--- src/rtl/hazard_control_unit_pkg.sv ---
// Shared opcodes, register-address width and memory-handshake state encoding
// for the hazard controller.
package hazard_control_unit_pkg;

    localparam int REG_ADDR_W = 5;

    localparam logic [6:0] OP_LW   = 7'b0000011;
    localparam logic [6:0] OP_SW   = 7'b0100011;
    localparam logic [6:0] OP_BEQ  = 7'b1100011;
    localparam logic [6:0] OP_JAL  = 7'b1101111;
    localparam logic [6:0] OP_JALR = 7'b1100111;

    typedef enum logic {
        M_IDLE = 1'b0,
        M_WAIT = 1'b1
    } mem_state_e;

endpackage

--- src/rtl/hazard_control_unit_if.sv ---
// Pipeline-side view of the hazard controller: stage opcodes/registers in,
// stall/flush/bubble controls and performance counters out.
interface hazard_control_unit_if
    import hazard_control_unit_pkg::*;
#(
    parameter int REG_ADDR_WIDTH = REG_ADDR_W,
    parameter int CNT_WIDTH      = 16
);
    logic [6:0]                IF_ID_inst_opcode;
    logic [REG_ADDR_WIDTH-1:0] IF_ID_rs1;
    logic [REG_ADDR_WIDTH-1:0] IF_ID_rs2;
    logic [6:0]                ID_EX_inst_opcode;
    logic [REG_ADDR_WIDTH-1:0] ID_EX_rd;
    logic [6:0]                EX_MEM_inst_opcode;
    logic                      branch_taken;
    logic                      dmem_ready;
    logic                      dmem_req;
    logic                      pc_wr_en;
    logic                      IF_ID_wr_en;
    logic                      IF_ID_flush;
    logic                      ID_EX_bubble;
    logic                      EX_MEM_hold;
    logic                      MEM_WB_bubble;
    logic [CNT_WIDTH-1:0]      stall_count;
    logic [CNT_WIDTH-1:0]      flush_count;

    modport master (
        output IF_ID_inst_opcode, IF_ID_rs1, IF_ID_rs2, ID_EX_inst_opcode, ID_EX_rd,
               EX_MEM_inst_opcode, branch_taken, dmem_ready,
        input  dmem_req, pc_wr_en, IF_ID_wr_en, IF_ID_flush, ID_EX_bubble,
               EX_MEM_hold, MEM_WB_bubble, stall_count, flush_count
    );

    modport slave (
        input  IF_ID_inst_opcode, IF_ID_rs1, IF_ID_rs2, ID_EX_inst_opcode, ID_EX_rd,
               EX_MEM_inst_opcode, branch_taken, dmem_ready,
        output dmem_req, pc_wr_en, IF_ID_wr_en, IF_ID_flush, ID_EX_bubble,
               EX_MEM_hold, MEM_WB_bubble, stall_count, flush_count
    );
endinterface

--- src/rtl/hazard_control_unit_sat.sv ---
// Saturating up-counter: increments on inc, sticks at all-ones.
// Count is visible the edge after the qualifying cycle.
module sat_counter #(
    parameter int CNT_WIDTH = 16
) (
    input  logic                 clk,
    input  logic                 rst_n,
    input  logic                 inc,
    output logic [CNT_WIDTH-1:0] count
);
    logic [CNT_WIDTH-1:0] count_q;
    logic [CNT_WIDTH-1:0] count_d;

    always_comb begin
        count_d = count_q;
        if (inc && (count_q != {CNT_WIDTH{1'b1}})) begin
            count_d = count_q + 1'b1;
        end
    end

    always_ff @(posedge clk or negedge rst_n) begin
        if (!rst_n) begin
            count_q <= '0;
        end else begin
            count_q <= count_d;
        end
    end

    assign count = count_q;
endmodule

--- src/rtl/hazard_control_unit.sv ---
// Load-use bubble insertion, ID-stage redirect flush and data-memory freeze.
// Controls are combinational from inputs and FSM state; counters lag one edge.
module hazard_control_unit
    import hazard_control_unit_pkg::*;
#(
    parameter int REG_ADDR_WIDTH = REG_ADDR_W,
    parameter int CNT_WIDTH      = 16
) (
    input  logic clk,
    input  logic rst_n,
    hazard_control_unit_if.slave hif
);
    localparam logic [REG_ADDR_WIDTH-1:0] REG_X0 = '0;

    mem_state_e state_q;
    mem_state_e state_d;
    logic       mem_op;
    logic       load_use;
    logic       redirect;
    logic       freeze;

    assign mem_op = (hif.EX_MEM_inst_opcode == OP_LW) || (hif.EX_MEM_inst_opcode == OP_SW);

    // rs2 is compared even for formats without rs2: a spurious bubble is harmless.
    assign load_use = (hif.ID_EX_inst_opcode == OP_LW) && (hif.ID_EX_rd != REG_X0) &&
                      ((hif.ID_EX_rd == hif.IF_ID_rs1) || (hif.ID_EX_rd == hif.IF_ID_rs2));

    assign redirect = ((hif.IF_ID_inst_opcode == OP_BEQ) && hif.branch_taken) ||
                      (hif.IF_ID_inst_opcode == OP_JAL) || (hif.IF_ID_inst_opcode == OP_JALR);

    always_comb begin
        state_d      = state_q;
        hif.dmem_req = 1'b0;
        freeze       = 1'b0;
        case (state_q)
            M_IDLE: begin
                hif.dmem_req = mem_op;
                if (mem_op && !hif.dmem_ready) begin
                    state_d = M_WAIT;
                    freeze  = 1'b1;
                end
            end
            M_WAIT: begin
                hif.dmem_req = 1'b1;
                if (hif.dmem_ready) begin
                    state_d = M_IDLE;
                end else begin
                    freeze = 1'b1;
                end
            end
            default: state_d = M_IDLE;
        endcase
    end

    always_ff @(posedge clk or negedge rst_n) begin
        if (!rst_n) begin
            state_q <= M_IDLE;
        end else begin
            state_q <= state_d;
        end
    end

    always_comb begin
        hif.pc_wr_en      = 1'b1;
        hif.IF_ID_wr_en   = 1'b1;
        hif.IF_ID_flush   = 1'b0;
        hif.ID_EX_bubble  = 1'b0;
        hif.EX_MEM_hold   = 1'b0;
        hif.MEM_WB_bubble = 1'b0;
        if (freeze) begin
            hif.pc_wr_en      = 1'b0;
            hif.IF_ID_wr_en   = 1'b0;
            hif.EX_MEM_hold   = 1'b1;
            hif.MEM_WB_bubble = 1'b1;
        end else if (load_use) begin
            // A taken branch waiting on the load re-resolves after the bubble.
            hif.pc_wr_en     = 1'b0;
            hif.IF_ID_wr_en  = 1'b0;
            hif.ID_EX_bubble = 1'b1;
        end else if (redirect) begin
            hif.IF_ID_flush = 1'b1;
        end
    end

    sat_counter #(.CNT_WIDTH(CNT_WIDTH)) u_stall_cnt (
        .clk   (clk),
        .rst_n (rst_n),
        .inc   (freeze || load_use),
        .count (hif.stall_count)
    );

    sat_counter #(.CNT_WIDTH(CNT_WIDTH)) u_flush_cnt (
        .clk   (clk),
        .rst_n (rst_n),
        .inc   (hif.IF_ID_flush),
        .count (hif.flush_count)
    );
endmodule
--- src/flat_wrapper.sv ---
// flat-port wrapper written by rule: the top's interface ports become plain ports
module hazard_control_unit_flat import hazard_control_unit_pkg::*;
#(
    parameter int REG_ADDR_WIDTH = REG_ADDR_W,
    parameter int CNT_WIDTH      = 16
)
  (clk, rst_n, hif_IF_ID_inst_opcode, hif_IF_ID_rs1, hif_IF_ID_rs2, hif_ID_EX_inst_opcode, hif_ID_EX_rd, hif_EX_MEM_inst_opcode, hif_branch_taken, hif_dmem_ready, hif_dmem_req, hif_pc_wr_en, hif_IF_ID_wr_en, hif_IF_ID_flush, hif_ID_EX_bubble, hif_EX_MEM_hold, hif_MEM_WB_bubble, hif_stall_count, hif_flush_count);
  hazard_control_unit_if #(.REG_ADDR_WIDTH(REG_ADDR_WIDTH), .CNT_WIDTH(CNT_WIDTH)) hif_i ();
  input  logic clk;
  input  logic rst_n;
  input wire logic [$bits(hif_i.IF_ID_inst_opcode)-1:0] hif_IF_ID_inst_opcode;
  input wire logic [$bits(hif_i.IF_ID_rs1)-1:0] hif_IF_ID_rs1;
  input wire logic [$bits(hif_i.IF_ID_rs2)-1:0] hif_IF_ID_rs2;
  input wire logic [$bits(hif_i.ID_EX_inst_opcode)-1:0] hif_ID_EX_inst_opcode;
  input wire logic [$bits(hif_i.ID_EX_rd)-1:0] hif_ID_EX_rd;
  input wire logic [$bits(hif_i.EX_MEM_inst_opcode)-1:0] hif_EX_MEM_inst_opcode;
  input wire logic [$bits(hif_i.branch_taken)-1:0] hif_branch_taken;
  input wire logic [$bits(hif_i.dmem_ready)-1:0] hif_dmem_ready;
  output wire logic [$bits(hif_i.dmem_req)-1:0] hif_dmem_req;
  output wire logic [$bits(hif_i.pc_wr_en)-1:0] hif_pc_wr_en;
  output wire logic [$bits(hif_i.IF_ID_wr_en)-1:0] hif_IF_ID_wr_en;
  output wire logic [$bits(hif_i.IF_ID_flush)-1:0] hif_IF_ID_flush;
  output wire logic [$bits(hif_i.ID_EX_bubble)-1:0] hif_ID_EX_bubble;
  output wire logic [$bits(hif_i.EX_MEM_hold)-1:0] hif_EX_MEM_hold;
  output wire logic [$bits(hif_i.MEM_WB_bubble)-1:0] hif_MEM_WB_bubble;
  output wire logic [$bits(hif_i.stall_count)-1:0] hif_stall_count;
  output wire logic [$bits(hif_i.flush_count)-1:0] hif_flush_count;
  assign hif_i.IF_ID_inst_opcode = hif_IF_ID_inst_opcode;
  assign hif_i.IF_ID_rs1 = hif_IF_ID_rs1;
  assign hif_i.IF_ID_rs2 = hif_IF_ID_rs2;
  assign hif_i.ID_EX_inst_opcode = hif_ID_EX_inst_opcode;
  assign hif_i.ID_EX_rd = hif_ID_EX_rd;
  assign hif_i.EX_MEM_inst_opcode = hif_EX_MEM_inst_opcode;
  assign hif_i.branch_taken = hif_branch_taken;
  assign hif_i.dmem_ready = hif_dmem_ready;
  assign hif_dmem_req = hif_i.dmem_req;
  assign hif_pc_wr_en = hif_i.pc_wr_en;
  assign hif_IF_ID_wr_en = hif_i.IF_ID_wr_en;
  assign hif_IF_ID_flush = hif_i.IF_ID_flush;
  assign hif_ID_EX_bubble = hif_i.ID_EX_bubble;
  assign hif_EX_MEM_hold = hif_i.EX_MEM_hold;
  assign hif_MEM_WB_bubble = hif_i.MEM_WB_bubble;
  assign hif_stall_count = hif_i.stall_count;
  assign hif_flush_count = hif_i.flush_count;
  hazard_control_unit #(.REG_ADDR_WIDTH(REG_ADDR_WIDTH), .CNT_WIDTH(CNT_WIDTH)) u_core (.clk(clk), .rst_n(rst_n), .hif(hif_i));
endmodule
--- config.mk ---
export PLATFORM = sky130hd
export DESIGN_NAME = hazard_control_unit_flat
export DESIGN_NICKNAME = d
export VERILOG_FILES = /design/src/rtl/hazard_control_unit_pkg.sv /design/src/rtl/hazard_control_unit_if.sv /design/src/rtl/hazard_control_unit_sat.sv /design/src/rtl/hazard_control_unit.sv /design/src/flat_wrapper.sv
export SDC_FILE = /design/constraint.sdc
export NUM_CORES = 1
export LEC_CHECK = 0
export BUFFER_PORTS_ARGS = -buffer_cell sky130_fd_sc_hd__buf_2
export CAP_MARGIN = 20
export CELL_PAD_IN_SITES_DETAIL_PLACEMENT = 0
export CELL_PAD_IN_SITES_GLOBAL_PLACEMENT = 1
export CORE_AREA = 8 8 84 86
export DETAILED_ROUTE_END_ITERATION = 6
export DIE_AREA = 0 0 92 94
export PLACE_DENSITY_LB_ADDON = 0.1
export SYNTH_ARGS = -nofsm -noshare
export SYNTH_HDL_FRONTEND = slang
export SYNTH_HIERARCHICAL = 1
export SYNTH_SLANG_ARGS = --single-unit
--- constraint.sdc ---
create_clock -name clk -period 2.4 [get_ports clk]
set_clock_uncertainty 0.1 [all_clocks]
set_input_delay 0.24 -clock clk [delete_from_list [all_inputs] [get_ports clk]]
set_output_delay 0.24 -clock clk [all_outputs]
set_load 0.01 [all_outputs]
==> flow_summary.toml <==
[outcome]
outcome = "complete, no violations"

[synth]
synth_top_area_cell = "dfrtp_1"
async_reset_ff_share_pct = 100
synthesis.nets = 223
avgSynthCellArea_sq_um = 11.0
ys_top_cells_by_area = "dfrtp_1 (42%), xnor2_1 (8.8%), nand4_1 (5.0%)"
synth_warnings = 6
syn_area_sq_mm = 0.00199
synth_edf_count = 0
syn_inst = 181
yosys.area.top_type_share_pct = 41.5
ys_seq_elements = 33
synth_cell_types = 37
ys_seq_area_share_pct = 41.5
synthFlopType = "dfrtp_1"

[detailed_routing]
drc = 0
drt_iter0_drc = 36
via_count = 1788
firstDrtPassIters = 4
drt_wl_total_mm = 5.39
ant_nets = 0
viasPerCell = 5.11
wl_per_cell_um = 15.4

[setup_path]
arrival_ns = 2.34
r2r_slack_ns = 0.33
slowest_delay_ns = 0.52
path_common_cell = "nor4_4"
crit_path_end_kind = "register"
crit_type = "in2reg"
path_cells = "buf_2 > or4_4 > o2111a_2 > nor4_4 > nand4_1 > nor4_4 > and4b_1 > a21oi_2"
cp_slowest_cell = "or4_4"
cp_max_fo = 6
worstPathRequired_ns = 2.47
startpoint_type = "primary input"

[layout]
finalInstanceArea_sq_mm = 0.00268
n_antenna_cell = 0
post-route-util_pct = 46.7
syn2layout_area_growth_pct = 34.9
nets = 316
drive_gt1_share_pct = 43.3
fillers = 575

[power]
leakage_nw = 1.36
ir_drop_v = 0.000276
powerDensity_mw_per_mm2 = 523

[placed_design]
gp_congestion = 0.753
io_buffers = 77
postPlaceCellArea_sq_mm = 0.00252
dp_hpwl_mm = 4.26

[timing]
relSlewSlack_pct = 48.8
fmax_mhz = 440
hold_slack_ns = 0.112
tns_ns = 0
setup_viol = 0
drv_slew = 0
finalHoldViolCount = 0
tightest_slew_ns = 0.769
finalCriticalPeriod_ns = 2.27
rsz0062_at_grt = "false"
fin_crit_sh_pct = 94.7

[clocking]
cts_buffers = 5
clock_path_buffers = 2
clock_latency_ns = 0.29
cts_tree = "yes"
clkTransAtPathRegs_ns = 0.07
root_buffer = "clkbuf_8"
cts.htree.levels = 2
clock_sinks = 33

[floorplan]
start_util_pct = 34.6
core_area_sq_mm = 0.00575
dieWidth_um = 92
die_h_um = 94
rows = 28
die_area_sq_mm = 0.00865
pin_count = 79

[global_routing]
gr-usage-all-layers_pct = 12.3
grt_remaining_overflow = 0
grt_pass1_vias = 1833
grt_pass1_wl_mm = 8.76
antenna_found_initial = 0
grt_max_degree = 34

[job]
maxCapViolations = 0

[hold_path]
min_path_type = "in2reg"
-- sequential cells by signal (all words and copies together) (netlist names) --
register                  count
u_core/state_q                1
u_core/u_flush_cnt/count     16
u_core/u_stall_cnt/count     16
-- per-stage QoR --
step	total power [W]	worst slack [ns]	std cells
finish	0.00140	0.128	350
global route	0.00147	0.0122	350
floorplan	0.000744	0.0799	181
CTS	0.00142	0.0964	348
global placement	0.000862	-0.0517	339
detailed placement	0.000862	-0.109	339
-- timing repair --
item                       4_1_cts  5_1_grt
buffers inserted                 0        2
hold buffers                     1        0
hold endpoints to repair        33        0
setup endpoints to repair        0        3
resized for setup                0        6
-- final cells by class --
type	count	area [sq um]	area share, %
tap	75	93.8	3.50
inverter	2	7.51	0.280
timing repair buffer	88	477	17.8
clock buffer	7	86.3	3.22
clock inverter	1	30.0	1.12
sequential	33	826	30.8
multi-input combinational	144	1160	43.3
-- synthesized netlist by cell type, types with 3 or more instances --
cell type	instances
nand4_1	16
o21a_1	10
and3_1	4
a31oi_1	6
nand3_1	13
xor2_1	4
xnor2_1	20
dfrtp_1	33
nand2_1	11
nor2_1	10
o21ai_0	3
nor4_4	4
a21oi_1	7
-- layout by cell type, fill, tap and decap left out, types with 2 or more instances in the layout --
cell type	synthesis	final
buf_2	0	76
dfrtp_1	33	33
xnor2_1	20	20
nand4_1	16	16
nand3_1	13	13
nor2_1	10	10
nand2_1	11	10
buf_4	2	10
o21a_1	10	10
clkbuf_8	0	6
a21oi_1	7	6
a31oi_1	6	6
nor4_4	4	5
and3_1	4	4
xor2_1	4	4
o21ai_0	3	3
inv_1	2	2
and4_2	2	2
and4_1	2	2
and4_4	2	2
o211ai_1	2	2
nand4_2	2	2
nand4_4	2	2
nor2_2	2	2
a32oi_1	2	2
nand3_4	2	2
o31ai_4	2	2
mux2_1	2	2
and4b_1	2	2
ha_1	2	2
-- power by group --
part,leakage [nW],internal [W],switching (W)
logic,0.841,0.000103,0.000106
registers,0.456,0.000590,0.0000536
clock network,0.0585,0.000339,0.000211
total,1.36,0.00103,0.000371
-- layer usage --
metal  track usage (%)  share of wire [%]  vias up
met4              3.22               0.80        0
met1              14.4                 41      846
met5                 0                  0        -
met3              3.76                5.2        7
li1                  -                  -      896
met2              21.4                 53       39
-- worst max-delay path: cells and delay by family --
kind | cells | cell delay (ns)
AO/OA/AOI/OAI | 2 | 0.35
buffers and inverters | 1 | 0.12
AND/OR/NAND/NOR | 5 | 1.63
-- path summary, 6_finish.rpt --
check / cells past startpoint / startpoint / end
setup / recovery: 8 / hif_ID_EX_rd[2] / u_core/u_flush_cnt/count[15]$_DFFE_PN0P_
hold / removal: 2 / hif_dmem_ready / u_core/state_q$_DFF_PN0_
setup reg to reg: 7 / u_core/state_q$_DFF_PN0_ / u_core/u_flush_cnt/count[15]$_DFFE_PN0P_
hold reg to reg: 1 / u_core/u_stall_cnt/count[15]$_DFFE_PN0P_ / u_core/u_stall_cnt/count[15]$_DFFE_PN0P_
max in group asynchronous: 2 / rst_n / u_core/u_flush_cnt/count[9]$_DFFE_PN0P_
min in group asynchronous: 2 / rst_n / u_core/u_stall_cnt/count[9]$_DFFE_PN0P_
-- cell families after synthesis --
logic type,share of synthesized area (%)
AOI/OAI and AO/OA,13.7
xor gates and xnor gates,10.6
adders and majority gates,1.26
buffers and inverters,1.13
DFF,41.5
muxes,1.13
and+or+nand+nor,30.6
Note: power is estimated with default switching activity, not from simulation.
